File: config.mk
export PLATFORM = sky130hd
export DESIGN_NAME = input_conditioner
export DESIGN_NICKNAME = d
export VERILOG_FILES = /design/src/rtl/input_conditioner.sv
export SDC_FILE = /design/constraint.sdc
export NUM_CORES = 1
export LEC_CHECK = 0
export ABC_CLOCK_PERIOD_IN_PS = 2500
export CAP_MARGIN = 20
export CORE_ASPECT_RATIO = 2
export CORE_UTILIZATION = 64
export CTS_BUF_LIST = sky130_fd_sc_hd__clkbuf_2
export DETAILED_ROUTE_END_ITERATION = 7
export PLACE_DENSITY = 0.81
export SYNTH_ARGS = -nofsm -noshare
export SYNTH_HDL_FRONTEND = slang
export SYNTH_SLANG_ARGS = --single-unit
File: constraint.sdc
create_clock -name clk -period 2.5 [get_ports clk]
set_input_delay 0.25 -clock clk [delete_from_list [all_inputs] [get_ports clk]]
set_output_delay 0.25 -clock clk [all_outputs]
set_load 0.02 [all_outputs]
File: src/rtl/input_conditioner.sv
// Player control conditioner: synchronises and debounces buttons/keyboard levels,
// arbitrates left/right moves (last press wins) and generates fire pulses with auto-repeat.
module input_conditioner #(
  parameter int unsigned DEBOUNCE_CYCLES = 50000,
  parameter int unsigned REPEAT_CYCLES   = 12500000
) (
  input  logic       clk,
  input  logic       resetn,
  input  logic [2:0] key_n,
  input  logic       kb_left,
  input  logic       kb_right,
  input  logic       kb_fire,
  input  logic       enable,
  output logic       move_left,
  output logic       move_right,
  output logic       fire_level,
  output logic       fire_pulse
);

  localparam int unsigned DB_W = $clog2(DEBOUNCE_CYCLES) + 1;
  localparam int unsigned RP_W = (REPEAT_CYCLES > 1) ? $clog2(REPEAT_CYCLES) : 1;
  localparam logic [DB_W-1:0] DB_LAST   = DB_W'(DEBOUNCE_CYCLES - 1);
  localparam logic [RP_W-1:0] RP_RELOAD = (REPEAT_CYCLES > 0) ? RP_W'(REPEAT_CYCLES - 1) : '0;

  typedef enum logic [1:0] {IDLE, LEFT, RIGHT} dir_t;
  typedef enum logic {F_IDLE, F_HELD} fire_t;

  // Channel order everywhere: [2]=left, [1]=right, [0]=fire
  logic [2:0] key_s1, key_s2;
  logic [2:0] kb_s1, kb_s2;
  logic [2:0] merged;

  logic [2:0][DB_W-1:0] db_cnt;
  logic [2:0]           stable;
  logic                 left_q, right_q;
  logic                 left_rise, right_rise;

  dir_t            dir, dir_next;
  fire_t           fstate;
  logic [RP_W-1:0] rpt_cnt;

  // Key synchronisers reset to the released (high) level so reset never looks like a press
  always_ff @(posedge clk or negedge resetn) begin
    if (!resetn) begin
      key_s1 <= '1;
      key_s2 <= '1;
      kb_s1  <= '0;
      kb_s2  <= '0;
    end else begin
      key_s1 <= key_n;
      key_s2 <= key_s1;
      kb_s1  <= {kb_left, kb_right, kb_fire};
      kb_s2  <= kb_s1;
    end
  end

  assign merged = ~key_s2 | kb_s2;

  always_ff @(posedge clk or negedge resetn) begin
    if (!resetn) begin
      stable <= '0;
      db_cnt <= '0;
    end else begin
      for (int unsigned i = 0; i < 3; i++) begin
        if (merged[i] == stable[i]) begin
          db_cnt[i] <= '0;
        end else if (db_cnt[i] == DB_LAST) begin
          stable[i] <= merged[i];
          db_cnt[i] <= '0;
        end else begin
          db_cnt[i] <= db_cnt[i] + 1'b1;
        end
      end
    end
  end

  always_ff @(posedge clk or negedge resetn) begin
    if (!resetn) begin
      left_q  <= 1'b0;
      right_q <= 1'b0;
    end else begin
      left_q  <= stable[2];
      right_q <= stable[1];
    end
  end

  assign left_rise  = stable[2] & ~left_q;
  assign right_rise = stable[1] & ~right_q;

  always_comb begin
    dir_next = dir;
    if (!enable) begin
      dir_next = IDLE;
    end else begin
      case (dir)
        IDLE: begin
          if (stable[2] && !stable[1])      dir_next = LEFT;
          else if (stable[1] && !stable[2]) dir_next = RIGHT;
        end
        LEFT: begin
          if (!stable[2])     dir_next = stable[1] ? RIGHT : IDLE;
          else if (right_rise) dir_next = RIGHT;
        end
        RIGHT: begin
          if (!stable[1])     dir_next = stable[2] ? LEFT : IDLE;
          else if (left_rise) dir_next = LEFT;
        end
        default: dir_next = IDLE;
      endcase
    end
  end

  always_ff @(posedge clk or negedge resetn) begin
    if (!resetn) begin
      dir        <= IDLE;
      move_left  <= 1'b0;
      move_right <= 1'b0;
    end else begin
      dir        <= dir_next;
      move_left  <= (dir_next == LEFT);
      move_right <= (dir_next == RIGHT);
    end
  end

  // Repeat counter reloads on every expiry, so pulses stay on a fixed grid even while disabled
  always_ff @(posedge clk or negedge resetn) begin
    if (!resetn) begin
      fstate     <= F_IDLE;
      fire_pulse <= 1'b0;
      rpt_cnt    <= '0;
    end else begin
      fire_pulse <= 1'b0;
      case (fstate)
        F_IDLE: begin
          if (stable[0]) begin
            fstate     <= F_HELD;
            fire_pulse <= enable;
            rpt_cnt    <= RP_RELOAD;
          end
        end
        F_HELD: begin
          if (!stable[0]) begin
            fstate <= F_IDLE;
          end else if (REPEAT_CYCLES != 0) begin
            if (rpt_cnt == '0) begin
              fire_pulse <= enable;
              rpt_cnt    <= RP_RELOAD;
            end else begin
              rpt_cnt <= rpt_cnt - 1'b1;
            end
          end
        end
        default: fstate <= F_IDLE;
      endcase
    end
  end

  assign fire_level = stable[0];

endmodule

## Word-level counts from Yosys, hierarchy flattened

Index checks and enable logic that the tools add are counted.

| cells by class | value |
|---|---|
| reductions and logical operators | 10 |
| bitwise logic cells | 10 |
| equal/unequal tests | 12 |
| add/subtract/negate cells | 4 |
| muxes and demuxes | 25 |

Operator list:

| operator | number |
|---|---|
| 17-bit 2-to-1 mux | 6 |
| 24-bit 2-to-1 mux | 3 |
| 17-bit by 1-bit adder with 17-bit output, second input constant | 3 |
| 17-bit by 16-bit == test with 1-bit output, second input constant | 3 |
| 24-bit case mux with 2 select lines | 1 |
| 24-bit zero test | 1 |
| 24-bit by 1-bit subtractor with 24-bit output, second input constant | 1 |
| 2-bit 2-to-1 mux | 8 |
| 2-bit AND reduction | 4 |
| 1-bit inverter | 6 |
| 2-bit case mux with 3 select lines | 1 |
| 1-bit 2-to-1 mux | 5 |
| 2-bit by 1-bit == test with 1-bit output, second input constant | 2 |
| 2-bit == test, second input constant | 2 |
| 2-bit inequality test, second input constant | 2 |
| 1-bit == test | 3 |
| 3-bit inverter | 1 |
| 3-bit bitwise OR | 1 |
| 1-bit AND | 2 |
| 1-bit logical AND | 2 |
| 1-bit zero test | 2 |
| 2-bit zero test | 1 |
| 1-bit case mux with 2 select lines | 1 |

| storage, ports and cells | value |
|---|---|
| word-level logic and storage cells | 79 |
| output and inout bits | 4 |
| bits of input ports | 9 |
| bits in registers | 98 |

## Depth between registers and ports, before layout

| depth | value |
|---|---|
| depth in word-level cells | 7 |
| gate-level depth with buffers | 8 |
| mapped depth without buffers | 7 |

## Worst setup path after synthesis

No wires, ideal clock.

| timing | value |
|---|---|
| path kind | reg2reg |
| start | reg rpt_cnt[18] |
| end | reg rpt_cnt[3] |
| setup slack | 0.312 ns |
| data required time | 2.434 ns |
| clock period less this slack | 2.188 ns |
| stages on the path, launching flop included | 8 |
| data arrival time | 2.122 ns |
| path through | dfrtp_1 -> or4_1 -> or4b_1 -> buf_6 -> o211a_1 -> buf_6 -> a31oi_2 -> o31a_1 |

| on the way | value |
|---|---|
| longest elaborated chain between the ends | 4 |

RTL lines:

| element | line | source |
|---|---|---|
| start: declaration | 40 | `logic [RP_W-1:0] rpt_cnt;` |
| start signal: assignment | 149 | `rpt_cnt <= rpt_cnt - 1'b1;` |
| 24-bit zero test | 145 | `if (rpt_cnt == '0) begin` |
| 24-bit 2-to-1 mux | 145 |  |
| 24-bit 2-to-1 mux | 142 | `if (!stable[0]) begin` |
| 24-bit case mux with 2 select lines | 133 | `case (fstate)` |

Every way passes these cells. The select of a mux whose other input is x is not followed.
A chain may end at the register's enable or synchronous reset.

## Worst setup path after layout

| timing | value |
|---|---|
| start | reg rpt_cnt[8] |
| end | reg rpt_cnt[9] |

| on the way | value |
|---|---|
| longest elaborated chain between the ends | 4 |
| elaborated cells on any way between the ends | 5 |

RTL lines:

| element | line |
|---|---|
| 24-bit by 1-bit subtractor with 24-bit output or 24-bit zero test (tied branches) | 149, 145 |
| 24-bit 2-to-1 mux * | 145 |
| 24-bit 2-to-1 mux * | 142 |
| 24-bit case mux with 2 select lines * | 133 |

Mark *: on every way between the ends. The rest lies on a longest branch, timed or not. The select of a mux whose other input is x is not followed.

==> metrics.md <==
| Metric | Value |
|---|---|
| Antenna-violating nets left | `0` |
| Largest net degree at the start of global routing | `37` |
| Die height | `roughly 120 um` |
| Unrepaired setup endpoints after global routing | `no` |
| Nets | `about 480` |
| Period utilization | `0.9435` |
| Multi-input logic area | `~1900 um^2` |
| Maximum Capacitance Violations | `0` |
| Layout cells sized above 1 | `0.09705` |
| Final setup TNS | `0 ns` |
| Initial antenna violation count | `0` |
| Endpoints failing setup | `0` |
| First-pass GRT wire length | `around 15000 um` |
| Num rows | `43` |
| Num CTS Buffers | `9` |
| Clock Path Buffers | `2` |
| Clk sinks | `between 90 and 100` |
| CP startpoint kind | `register` |
| Total inserted antenna cells | `0` |
| Final Hold Viols | `0` |
| Worst Skew | `between 0.03 and 0.04 ns` |
| Kind of end point of the critical path | `register` |
| Number of global-route vias before repair | `about 3400` |
| WL/cell | `about 15 um` |
| Worst path arrival time | `roughly 2.9 ns` |
| GR Overflow Total | `0` |
| Status | `completed` |
| Fillcell total | `560` |
| Post_cts resized | `0` |
| Syn Nets | `approximately 460` |
| P per Cell Area | `~570 nW/um^2` |
| EDFF count, synth | `0` |
| Iter 0 DRT Violations | `between 200 and 250` |
| Yosys warnings | `0` |
| Post-synthesis sequential area ratio | `0.5446` |
| Core Region | `between 6000 and 7000 um^2` |
| VDD IR max | `about 0.00052 V` |
| CTS root buf | `clkbuf_2` |
| Worst setup margin | `between 0.1 and 0.15 ns` |
| Setup CP Type | `register to register` |
| Hold Crit Class | `input pin to register` |
| PortBufs | `12` |
| Reg area | `between 2000 and 2500 um^2` |
| Initial Util | `0.6559` |
| Reg2reg start | `rpt_cnt[8]$_DFFE_PN0P_` |
| Count of different cell masters after synthesis | `50` |
| Latest clock arrival within the worst-skew pair | `about 0.58 ns` |
| Worst slack, placed | `roughly 0.16 ns` |
| Synth Register Bits | `98` |
| GPL Wtd Cong | `approximately 0.86` |
| Clock transition at the registers of the reported paths | `0.28 ns` |
| Commonest non-fill, non-tap cell in the layout | `dfrtp_1` |
| I/O pins | `13` |
| # DRC | `0` |
| Crit. Startpoint | `rpt_cnt[8]$_DFFE_PN0P_` |
| DRT Pass-1 Iters | `4` |
| Synth Flop Type | `dfrtp_1` |
| Minimum clock period | `2.359 ns` |
| Leakage | `roughly 2.3 nW` |
| Mean Syn Cell Area | `approximately 10 um^2` |
| Post-Syn Instances | `448` |
| CTS tree | `done` |
| Vias | `roughly 3300` |
| Slew Viols, Final | `0` |
| Area growth from synthesis to layout | `8.975%` |
| Cell Area, Synth | `~4500 um^2` |
| Asr flop ratio synth | `1.000` |
| DIE AREA | `7418 um^2` |
| Gr usage total | `0.2700` |
| Postcts setup bufs | `0` |
| Commonest cells after routing, fill and taps aside | `dfrtp_1, nor2_1, xnor2_1` |
| Drt total wl | `between 8000 and 9000 um` |
| Critical Path RT | `~3.0 ns` |
| H-tree Lvls | `3` |
| Hold path startpoint | `key_n[2]` |
| Total Power | `about 2.8 mW` |
| Die Wd | `roughly 60 um` |
| Critical-path maximum fanout | `7` |
| CTS Hold Buffers Added | `1` |
| Via density | `a little under 6` |
| Worst Max-Slew Pin Slew | `just over 0.5 ns` |
| Fmax | `424.0 MHz` |
| Headroom to the max-slew limit | `0.6592` |
| Hpwl dp | `between 6000 and 7000 um` |
-- layer usage --
metal	part of all wire	up-vias	global-route usage
met2	0.56	64	0.4565
li1	-	1580	-
met3	0.026	19	0.05455
met5	0	-	0
met4	0.025	0	0.1333
met1	0.38	1663	0.3128
-- through the flow --
stage	util	std cells	cell area (um^2)	hold WS (ns)
global route	0.7148	564	4922	0.003215
global placement	0.6908	546	4757	0.2218
finish	0.7148	564	4922	0.06463
floorplan	-	448	4517	-0.04559
CTS	0.7133	563	4912	0.002738
detailed placement	0.6908	546	4757	0.2306
-- cell type report --
cell class	instances	share of cell area
clock buffer	9	0.009151
clock inverter	7	0.02034
inverter	13	0.009914
multi-input combinational	321	0.3917
sequential	98	0.4997
tap	90	0.02288
timing repair buffer	26	0.04626
-- worst max-delay path, cell delays in order (launching register included) --
cell      delay [ns]
dfrtp_1         0.56
nor4_1          0.42
or4b_1          0.56
o211ai_1        0.48
nor4_1          0.09
a21o_1          0.17
-- sequential cells by signal (all words and copies together), names as in the netlist --
signal / count
db_cnt: 51
dir: 2
fire_pulse: 1
fstate: 1
kb_s1: 3
kb_s2: 3
key_s1: 3
key_s2: 3
left_q: 1
move_left: 1
move_right: 1
right_q: 1
rpt_cnt: 24
stable: 3
-- cell usage after synthesis, drive strengths merged, types with 8 or more instances --
cell type	number	area, um^2
dfrtp	92	2302
nor2	72	270.3
xnor2	37	324.1
nand2	31	116.4
nor3	25	130.1
nand3	20	100.1
and3	17	106.4
a21oi	15	82.58
xor2	15	131.4
inv	13	48.80
clkbuf	11	41.29
nand4	10	62.56
nor4	8	50.05
o21a	8	60.06
o21ai	8	43.79
-- cells by family after synthesis --
family          Yosys count  synth area share
simple gates            213            0.2321
flops                    98            0.5446
xor+xnor                 52            0.1008
compound gates           48           0.07258
buf+inv                  29           0.02853
fa+ha+maj                 5           0.01385
mux                       3          0.007479
-- path summary, 6_finish.rpt --
check	endpoint	slack, ns	depth (start not counted)
min in group asynchronous	kb_s2[0]$_DFF_PN0_	0.13	2
max	rpt_cnt[9]$_DFFE_PN0P_	0.14	5
min	key_s1[2]$_DFF_PN1_	0.06	1
max reg2reg	rpt_cnt[9]$_DFFE_PN0P_	0.14	5
min reg2reg	key_s2[2]$_DFF_PN1_	0.37	0
max in group asynchronous	key_s1[2]$_DFF_PN1_	1.55	3
-- report_power, final --
| group | switching [mW] | total, mW | internal (mW) | leakage [nW] |
|---|---|---|---|---|
| logic | 0.104 | 0.189 | 0.0852 | 0.846 |
| registers | 0.0594 | 1.73 | 1.67 | 1.32 |
| clock network | 0.528 | 0.871 | 0.343 | 0.0873 |
| total | 0.691 | 2.79 | 2.10 | 2.25 |
Note: power is estimated with default switching activity, not from simulation.
